**config.mk**
```make
export PLATFORM = sky130hd
export DESIGN_NAME = sync_ram_ctrl
export DESIGN_NICKNAME = d
export VERILOG_FILES = /design/src/rtl/sync_ram_pkg.sv /design/src/rtl/sync_ram_rd_pipe.sv /design/src/rtl/sync_ram_ctrl.sv
export SDC_FILE = /design/constraint.sdc
export NUM_CORES = 1
export LEC_CHECK = 0
export ABC_AREA = 0
export BUFFER_PORTS_ARGS = -buffer_cell sky130_fd_sc_hd__buf_2
export CORE_UTILIZATION = 40
export DETAILED_ROUTE_END_ITERATION = 10
export GPL_TIMING_DRIVEN = 0
export PLACE_DENSITY = 0.54
export SETUP_SLACK_MARGIN = 0.15
export SYNTH_ARGS = -nofsm -noshare
export SYNTH_HDL_FRONTEND = slang
export SYNTH_SLANG_ARGS = --single-unit
```
**constraint.sdc**
```tcl
create_clock -name clk -period 4 [get_ports clk]
set_clock_uncertainty 0.1 [all_clocks]
set_input_delay 0.8 -clock clk [delete_from_list [all_inputs] [get_ports clk]]
set_output_delay 0.8 -clock clk [all_outputs]
set_load 0.03 [all_outputs]
```
**src/rtl/sync_ram_pkg.sv**
```systemverilog
// Shared types and helpers for the synchronous RAM controller.
package sync_ram_pkg;

  typedef enum logic {CLEAR, IDLE} state_e;

  // Widest data word the parity helper covers.
  localparam int PAR_MAX_W = 64;

  function automatic bit rd_lat_ok(input int lat);
    return (lat == 1) || (lat == 2);
  endfunction

  // Even parity bit: makes the total count of ones even (zero extension is harmless).
  function automatic logic even_par(input logic [PAR_MAX_W-1:0] v);
    return ^v;
  endfunction

endpackage

```
**src/rtl/sync_ram_rd_pipe.sv**
```systemverilog
// Optional extra read-response register stage (STAGES = 0 or 1).
module sync_ram_rd_pipe #(
  parameter int W      = 8,
  parameter int STAGES = 0
) (
  input  logic         clk,
  input  logic         rst,
  input  logic         in_vld,
  input  logic [W-1:0] in_data,
  output logic         out_vld,
  output logic [W-1:0] out_data
);

  if (STAGES == 0) begin : g_pass
    logic unused_clk_rst;
    assign unused_clk_rst = clk ^ rst;
    assign out_vld  = in_vld;
    assign out_data = in_data;
  end else begin : g_stage
    logic         vld_q, vld_d;
    logic [W-1:0] data_q, data_d;

    always_comb begin
      vld_d  = in_vld;
      data_d = in_vld ? in_data : data_q;
    end

    always_ff @(posedge clk or posedge rst)
      if (rst) vld_q <= 1'b0;
      else     vld_q <= vld_d;

    always_ff @(posedge clk)
      data_q <= data_d;

    assign out_vld  = vld_q;
    assign out_data = data_q;
  end

endmodule

```
**src/rtl/sync_ram_ctrl.sv**
```systemverilog
// Single-port sync RAM with sequential clear FSM and RD_LAT-cycle read response.
// Define SYNC_RAM_PARITY_EN to store an even-parity bit per word and expose rsp_perr.
module sync_ram_ctrl
  import sync_ram_pkg::*;
#(
  parameter int DATA_W = 8,
  parameter int ADDR_W = 5,
  parameter int DEPTH  = 32,
  parameter int RD_LAT = 1
) (
  input  logic              clk,
  input  logic              rst,
  input  logic              clr_req,
  input  logic              req_valid,
  output logic              req_ready,
  input  logic              req_we,
  input  logic [ADDR_W-1:0] req_addr,
  input  logic [DATA_W-1:0] req_wdata,
  output logic              rsp_valid,
  output logic [DATA_W-1:0] rsp_rdata,
`ifdef SYNC_RAM_PARITY_EN
  output logic              rsp_perr,
`endif
  output logic              busy,
  output logic              addr_err
);

`ifdef SYNC_RAM_PARITY_EN
  localparam int MEM_W = DATA_W + 1;
`else
  localparam int MEM_W = DATA_W;
`endif
  localparam logic [ADDR_W:0]   DEPTH_V = (ADDR_W+1)'(DEPTH);
  localparam logic [ADDR_W-1:0] LAST    = ADDR_W'(DEPTH - 1);

  if (!rd_lat_ok(RD_LAT)) begin : g_bad_lat
    $error("sync_ram_ctrl: RD_LAT must be 1 or 2");
  end

  logic [MEM_W-1:0] mem [DEPTH];

  state_e            state_q, state_d;
  logic [ADDR_W-1:0] cnt_q, cnt_d;
  logic              addr_err_q, addr_err_d;
  logic              rd_vld_q, rd_vld_d;
  logic [MEM_W-1:0]  rd_data_q, rd_data_d;

  logic              acc, in_rng, mem_we;
  logic [ADDR_W-1:0] mem_waddr;
  logic [MEM_W-1:0]  mem_wword, mem_rword, rd_word;

  assign req_ready = (state_q == IDLE) && !clr_req;
  assign busy      = (state_q == CLEAR);
  assign acc       = req_valid && req_ready;
  assign in_rng    = {1'b0, req_addr} < DEPTH_V;
  assign mem_rword = mem[req_addr];

`ifdef SYNC_RAM_PARITY_EN
  // Top bit of the response word flags a stored-parity mismatch.
  assign rd_word = {mem_rword[DATA_W] ^ even_par(PAR_MAX_W'(mem_rword[DATA_W-1:0])),
                    mem_rword[DATA_W-1:0]};
`else
  assign rd_word = mem_rword;
`endif

  always_comb begin
    state_d    = state_q;
    cnt_d      = cnt_q;
    addr_err_d = addr_err_q | (acc && !in_rng);
    rd_vld_d   = acc && !req_we;
    rd_data_d  = rd_data_q;
    mem_we     = 1'b0;
    mem_waddr  = req_addr;
`ifdef SYNC_RAM_PARITY_EN
    mem_wword  = {even_par(PAR_MAX_W'(req_wdata)), req_wdata};
`else
    mem_wword  = req_wdata;
`endif
    case (state_q)
      CLEAR: begin
        mem_we    = 1'b1;
        mem_waddr = cnt_q;
        mem_wword = '0;
        if (cnt_q == LAST) begin
          state_d = IDLE;
          cnt_d   = '0;
        end else begin
          cnt_d = cnt_q + 1'b1;
        end
      end
      default: begin
        if (clr_req) begin
          state_d = CLEAR;
          cnt_d   = '0;
        end else if (acc && req_we && in_rng) begin
          mem_we = 1'b1;
        end
      end
    endcase
    // Out-of-range reads still respond, with an all-zero word.
    if (acc && !req_we) rd_data_d = in_rng ? rd_word : '0;
  end

  always_ff @(posedge clk or posedge rst)
    if (rst) begin
      state_q    <= CLEAR;
      cnt_q      <= '0;
      addr_err_q <= 1'b0;
      rd_vld_q   <= 1'b0;
      rd_data_q  <= '0;
    end else begin
      state_q    <= state_d;
      cnt_q      <= cnt_d;
      addr_err_q <= addr_err_d;
      rd_vld_q   <= rd_vld_d;
      rd_data_q  <= rd_data_d;
    end

  // Array has no reset so it maps onto block RAM; the CLEAR sequence zeroes it.
  always_ff @(posedge clk)
    if (mem_we) mem[mem_waddr] <= mem_wword;

  logic [MEM_W-1:0] pipe_data;

  sync_ram_rd_pipe #(.W(MEM_W), .STAGES(RD_LAT - 1)) u_rd_pipe (
    .clk     (clk),
    .rst     (rst),
    .in_vld  (rd_vld_q),
    .in_data (rd_data_q),
    .out_vld (rsp_valid),
    .out_data(pipe_data)
  );

  assign rsp_rdata = pipe_data[DATA_W-1:0];
`ifdef SYNC_RAM_PARITY_EN
  assign rsp_perr  = pipe_data[DATA_W];
`endif
  assign addr_err  = addr_err_q;

endmodule

```
# --- Yosys cells after proc, flatten, opt, wreduce, memory -nomap -nowiden ---
# Memory sizes are Yosys's and may differ from the RTL's. A register that Yosys moved wholly into a read port is not among the register bits.
# Index checks and enable logic that the tools add are counted.
word_totals:
  reg_bits: 7
  ram_bits: 256
  inputBits: 18
  output_inout_bits: 12
  wordCells: 27
  memories: 1
mem_list:
  columns: ["memory", "words", "word_bits", "read_ports", "rd_clocked_by_memory_dff", "write_ports", "line_no", "text"]
  rows:
  - ["mem", 32, 8, 1, 1, 1, "sync_ram_ctrl.sv:40", "logic [MEM_W-1:0] mem [DEPTH];"]
op_classes:
  add_sub_neg: 1
  n_eq_ne: 2
  n_mux: 13
  bitwise_logic: 1
  reduce_logical: 6
ops:
  columns: ["cell", "n"]
  rows:
  - ["2-to-1 mux 5 bit", 4]
  - ["2-to-1 mux 1 bit", 8]
  - ["2-to-1 mux 8 bit", 1]
  - ["adder 5 x 1 -> 5 bit (second input constant)", 1]
  - ["== test 5 bit (second input constant)", 1]
  - ["logical AND 1 bit", 4]
  - ["zero test 1 bit", 2]
  - ["inequality test 2 bit (second input constant)", 1]
  - ["NOT 1 bit", 1]

# --- Longest topological paths before layout ---
depth:
  ltp_word: 9
  depth_mapped: 8

# --- Hierarchy ---
# Synthesis repeated with hierarchy kept, for this count alone.
unflattened:
  cells_unflattened: 650
  area_unflattened_um2: 11075.6
by_module_without_submodules:
  columns: ["mod", "instances", "cells_per_inst", "area_each_um2", "seq_area_each_um2"]
  rows:
  - ["sync_ram_ctrl", 1, 641, 11008.1, 8062.7]
  - ["sync_ram_rd_pipe", 1, 9, 67.6, 0.0]

# --- Least setup slack after synthesis ---
# No wires, ideal clock.
synth_timing:
  kind: "input-to-reg"
  from: "input req_addr[0]"
  to: "memory mem[0][0] (netlist name) (enable)"
  arrival_ns: 2.276
  slack_ns: 1.253
  stages: 7
  path_buffers: 3
  path_cell_list: "buf_4 > buf_6 > buf_4 > o31a_1 > a21oi_1 > nand2_1 > nor2_1"
synth_between:
  elab_chain_len: 1
synth_rtl:
  columns: ["element", "line_no", "text"]
  rows:
  - ["start: declaration", "sync_ram_ctrl.sv:17", "input logic [ADDR_W-1:0] req_addr,"]
  - ["2-to-1 mux 5 bit", "sync_ram_ctrl.sv:79", "case (state_q)"]
  - ["end: declaration", "sync_ram_ctrl.sv:40", null]
# Every way passes these cells.

# --- Worst setup path in the final report ---
layout_timing:
  from: "input req_addr[0]"
  to: "memory mem[6][6] (netlist name) (enable)"
# Same word-level chain as after synthesis.

==> results.cfg <==
[cells_and_area]
stdcell_count = 1061
fillers = 2291
layout.core_utilization = 0.460
diodes = 0
final_net_count = 718
drive_above_1_share = 0.150
synthToLayoutAreaGrowth_pct = 13.0

[clocking]
clock_path_buffers = 3
cts_tree = done
tritoncts.num_buffers = 28
ctsRootBufferMaster = clkbuf_16
clock_latency_ns = 0.54
cts_num_sinks = 271
cts_hold_repair.buffers = 0
clk_pin_slew_worst_paths_ns = 0.06
cts.htree.levels = 1
cts-resized-gates = 0
post_cts_buffers = 0

[setup_path]
sort_of_element_at_the_end_of_the_critical_path = flip-flop
critical_path.reg2reg.startpoint = state_q$_DFF_PP0_
criticalPathCategory = in2reg
endpoint = mem[6][6]$_DFFE_PP_
startpoint = req_addr[0]
critPathMaxFanout = 10
required_time_of_the_worst_setup_path_ns = 4.06
timing.rr.end = mem[11][0]$_DFFE_PP_
rr_worst_depth = 5
type_of_origin_of_the_critical_path = input pin
reg2reg_setup_slack_ns = 1.19
worstPathArrival_ns = 2.92

[floorplan]
die_height_microns = 168
floorplan.core_area_sq_um = 27000
effective_utilization_at_floorplan = 0.407
die_x_microns = 168
num_rows = 60
pin_count = 30
fp.dieArea_sq_um = 28100

[timing]
period_utilization_post_route = 0.717
max_slew.worst_pin.slew_ns = 1.39
unrepaired_setup_endpoints_after_global_routing = false
hold_violations = 0
maxSlewHeadroom = 0.0748
period_needed_ns = 2.87
fin_setup_tns_ns = 0
top_achievable_clock_speed_mhz = 349
worst_hold_slack_ns = 0.270
setup_ws_ns = 1.13
drv_slew = 0
report.final.setup_viol = 0

[drt]
drc = 0
routed_wire_length_per_instance_microns = 23.7
vias_per_cell = 5.43
num_vias = 5762
drt.antenna.violating_nets = 0
detail_route.first_pass.iterations = 5
detailedRoute.firstIterationViolations = 544
routed_wire_length_microns = 25100

[synthesis]
synthDistinctLibCells = 40
ys.warnings.count = 0
ys_ff_latch = 271
synthesized_instance_count = 641
mappedNetlistArea_sq_um = 11000
synth_fp_nets = 661
synth.avg_cell_area_sq_um = 17.1
synth-seq-area-share = 0.735

[place]
post-dp-hpwl_microns = 16700
portBuffers = 27
gp_routability_congestion = 0.843
post-place-ws_ns = 0.530
numPlacedInstances = 1009

[power]
peakVddDrop_v = 0.000387
cellLeakagePower_nw = 4.47
power.density_cell_area_nw_per_um2 = 607

[run]
reported_max_cap_violation_count = 0

[global_route]
grt_first_pass_wirelength_microns = 37300
antenna_found_initial = 0
grt_pass1_vias = 5916
grt_max_degree = 33
global_route.usage.total = 0.183
grt_overflow_total = 0

[hold_path]
min_path_type = in2async

[outcome]
outcome = completed
==> layout by cell type (no fill, tap or decap), types with 2 or more instances in the layout <==
cell type    n
nor2b_1      2
buf_4        7
a21oi_1     18
nand2_1     29
dfrtp_1     15
o21ai_0      5
edfxtp_1   256
mux2_2       3
and2_1       8
o2bb2ai_1    2
o41ai_2      8
inv_1        4
o22ai_1     10
nor2_1      34
buf_2       33
mux2i_1    130
clkbuf_8     2
clkinv_2     6
a22o_1      16
clkinv_1     3
a221oi_1    13
nand2b_1     2
clkbuf_16   30
buf_6        7
ha_1         2
a22oi_1     32
or3_1        2
clkbuf_1    22
a221oi_2     3
==> area by class of cell <==
type | instances | area [sq um] | area share
timing repair buffer | 27 | 135 | 0.0109
clock buffer | 43 | 820 | 0.0661
tap | 341 | 427 | 0.0344
sequential | 271 | 8060 | 0.651
buffer | 35 | 246 | 0.0199
inverter | 5 | 18.8 | 0.00151
clock inverter | 9 | 41.3 | 0.00333
multi-input combinational | 330 | 2640 | 0.213
==> state kept, by name, summed over array words and instances, names as in the netlist <==
name       count
rd_vld_q       1
rd_data_q      8
mem          256
cnt_q          5
state_q        1
==> kinds of logic after synthesis <==
group,Yosys count,share of synthesized area
AO/OA/AOI/OAI,109,0.0811
XOR/XNOR,1,0.000799
adder cells (fa/ha/maj),2,0.00228
buffers and inverters,40,0.0242
flip-flops,271,0.735
multiplexers,133,0.122
other,1,0.000342
AND/OR/NAND/NOR,84,0.0342
==> per-layer routing <==
layer  share of wire  wire [microns]  vias to the layer above  global-route usage
li1                -               -                     2658                   -
met1            0.43           10900                     2916               0.244
met2            0.49           12400                      144               0.308
met3           0.042            1060                       44              0.0262
met4           0.031             783                        0              0.0630
met5               0               0                        -                   0
==> through the flow <==
step	instance area, sq um	power, mW
detailed placement	11500	5.18
global route	12400	7.82
finish	12400	7.52
global placement	11500	5.13
CTS	12400	7.58
floorplan	11000	4.67
==> where the power goes <==
group	total, mW	leakage [nW]	switching (mW)	internal (mW)
clock network	2.41	0.425	1.01	1.40
registers	3.80	2.57	0.137	3.67
logic	1.31	1.48	0.956	0.351
total	7.52	4.47	2.10	5.42
==> cells in the mapped netlist <==
master	instances	area share
edfxtp_1	256	0.70
mux2i_1	130	0.12
nor2_1	34	0.012
a22oi_1	32	0.022
nand2_1	29	0.0099
a21oi_1	18	0.0082
a22o_1	16	0.013
dfrtp_1	15	0.034
a221oi_1	13	0.010
clkbuf_1	11	0.0038
o22ai_1	10	0.0057
and2_1	9	0.0051
o41ai_2	8	0.012
buf_4	7	0.0048
buf_6	7	0.0072
buf_2	6	0.0027
o21ai_0	5	0.0023
inv_1	4	0.0014
a221oi_2	3	0.0041
mux2_2	3	0.0031
ha_1	2	0.0023
nand2b_1	2	0.0011
nor2b_1	2	0.0011
o2bb2ai_1	2	0.0016
or3_1	2	0.0011
and3_1	1	0.00057
buf_1	1	0.00034
buf_12	1	0.0018
buf_8	1	0.0014
clkbuf_2	1	0.00046
conb_1	1	0.00034
inv_2	1	0.00034
nand3_1	1	0.00046
nand3b_2	1	0.0010
nor2_4	1	0.0010
nor3_1	1	0.00046
o31a_1	1	0.00080
o32ai_2	1	0.0015
or2_2	1	0.00057
xnor2_1	1	0.00080
==> how the worst min path moves through the flow <==
stage	from	endpoint	slack (ns)	cells after the start
3_5_place_dp	rd_data_q[3]$_DFFE_PP0P_	rd_data_q[3]$_DFFE_PP0P_	0.37	2
3_3_place_gp	rd_data_q[3]$_DFFE_PP0P_	rd_data_q[3]$_DFFE_PP0P_	0.36	2
6_report	rst	cnt_q[2]$_DFFE_PP0P_	0.27	2
5_1_grt	rst	cnt_q[2]$_DFFE_PP0P_	0.32	2
4_1_cts	rst	cnt_q[4]$_DFFE_PP0P_	0.28	2
2_1_floorplan	cnt_q[2]$_DFFE_PP0P_	cnt_q[2]$_DFFE_PP0P_	0.40	1
==> worst max-delay path, cell delays in order <==
cell	delay, ns
buf_4	0.14
buf_6	0.16
buf_4	0.21
o31a_1	0.30
a21oi_1	0.19
nand2_1	0.33
nor2_1	0.77
(Power assumes the default switching activity.)
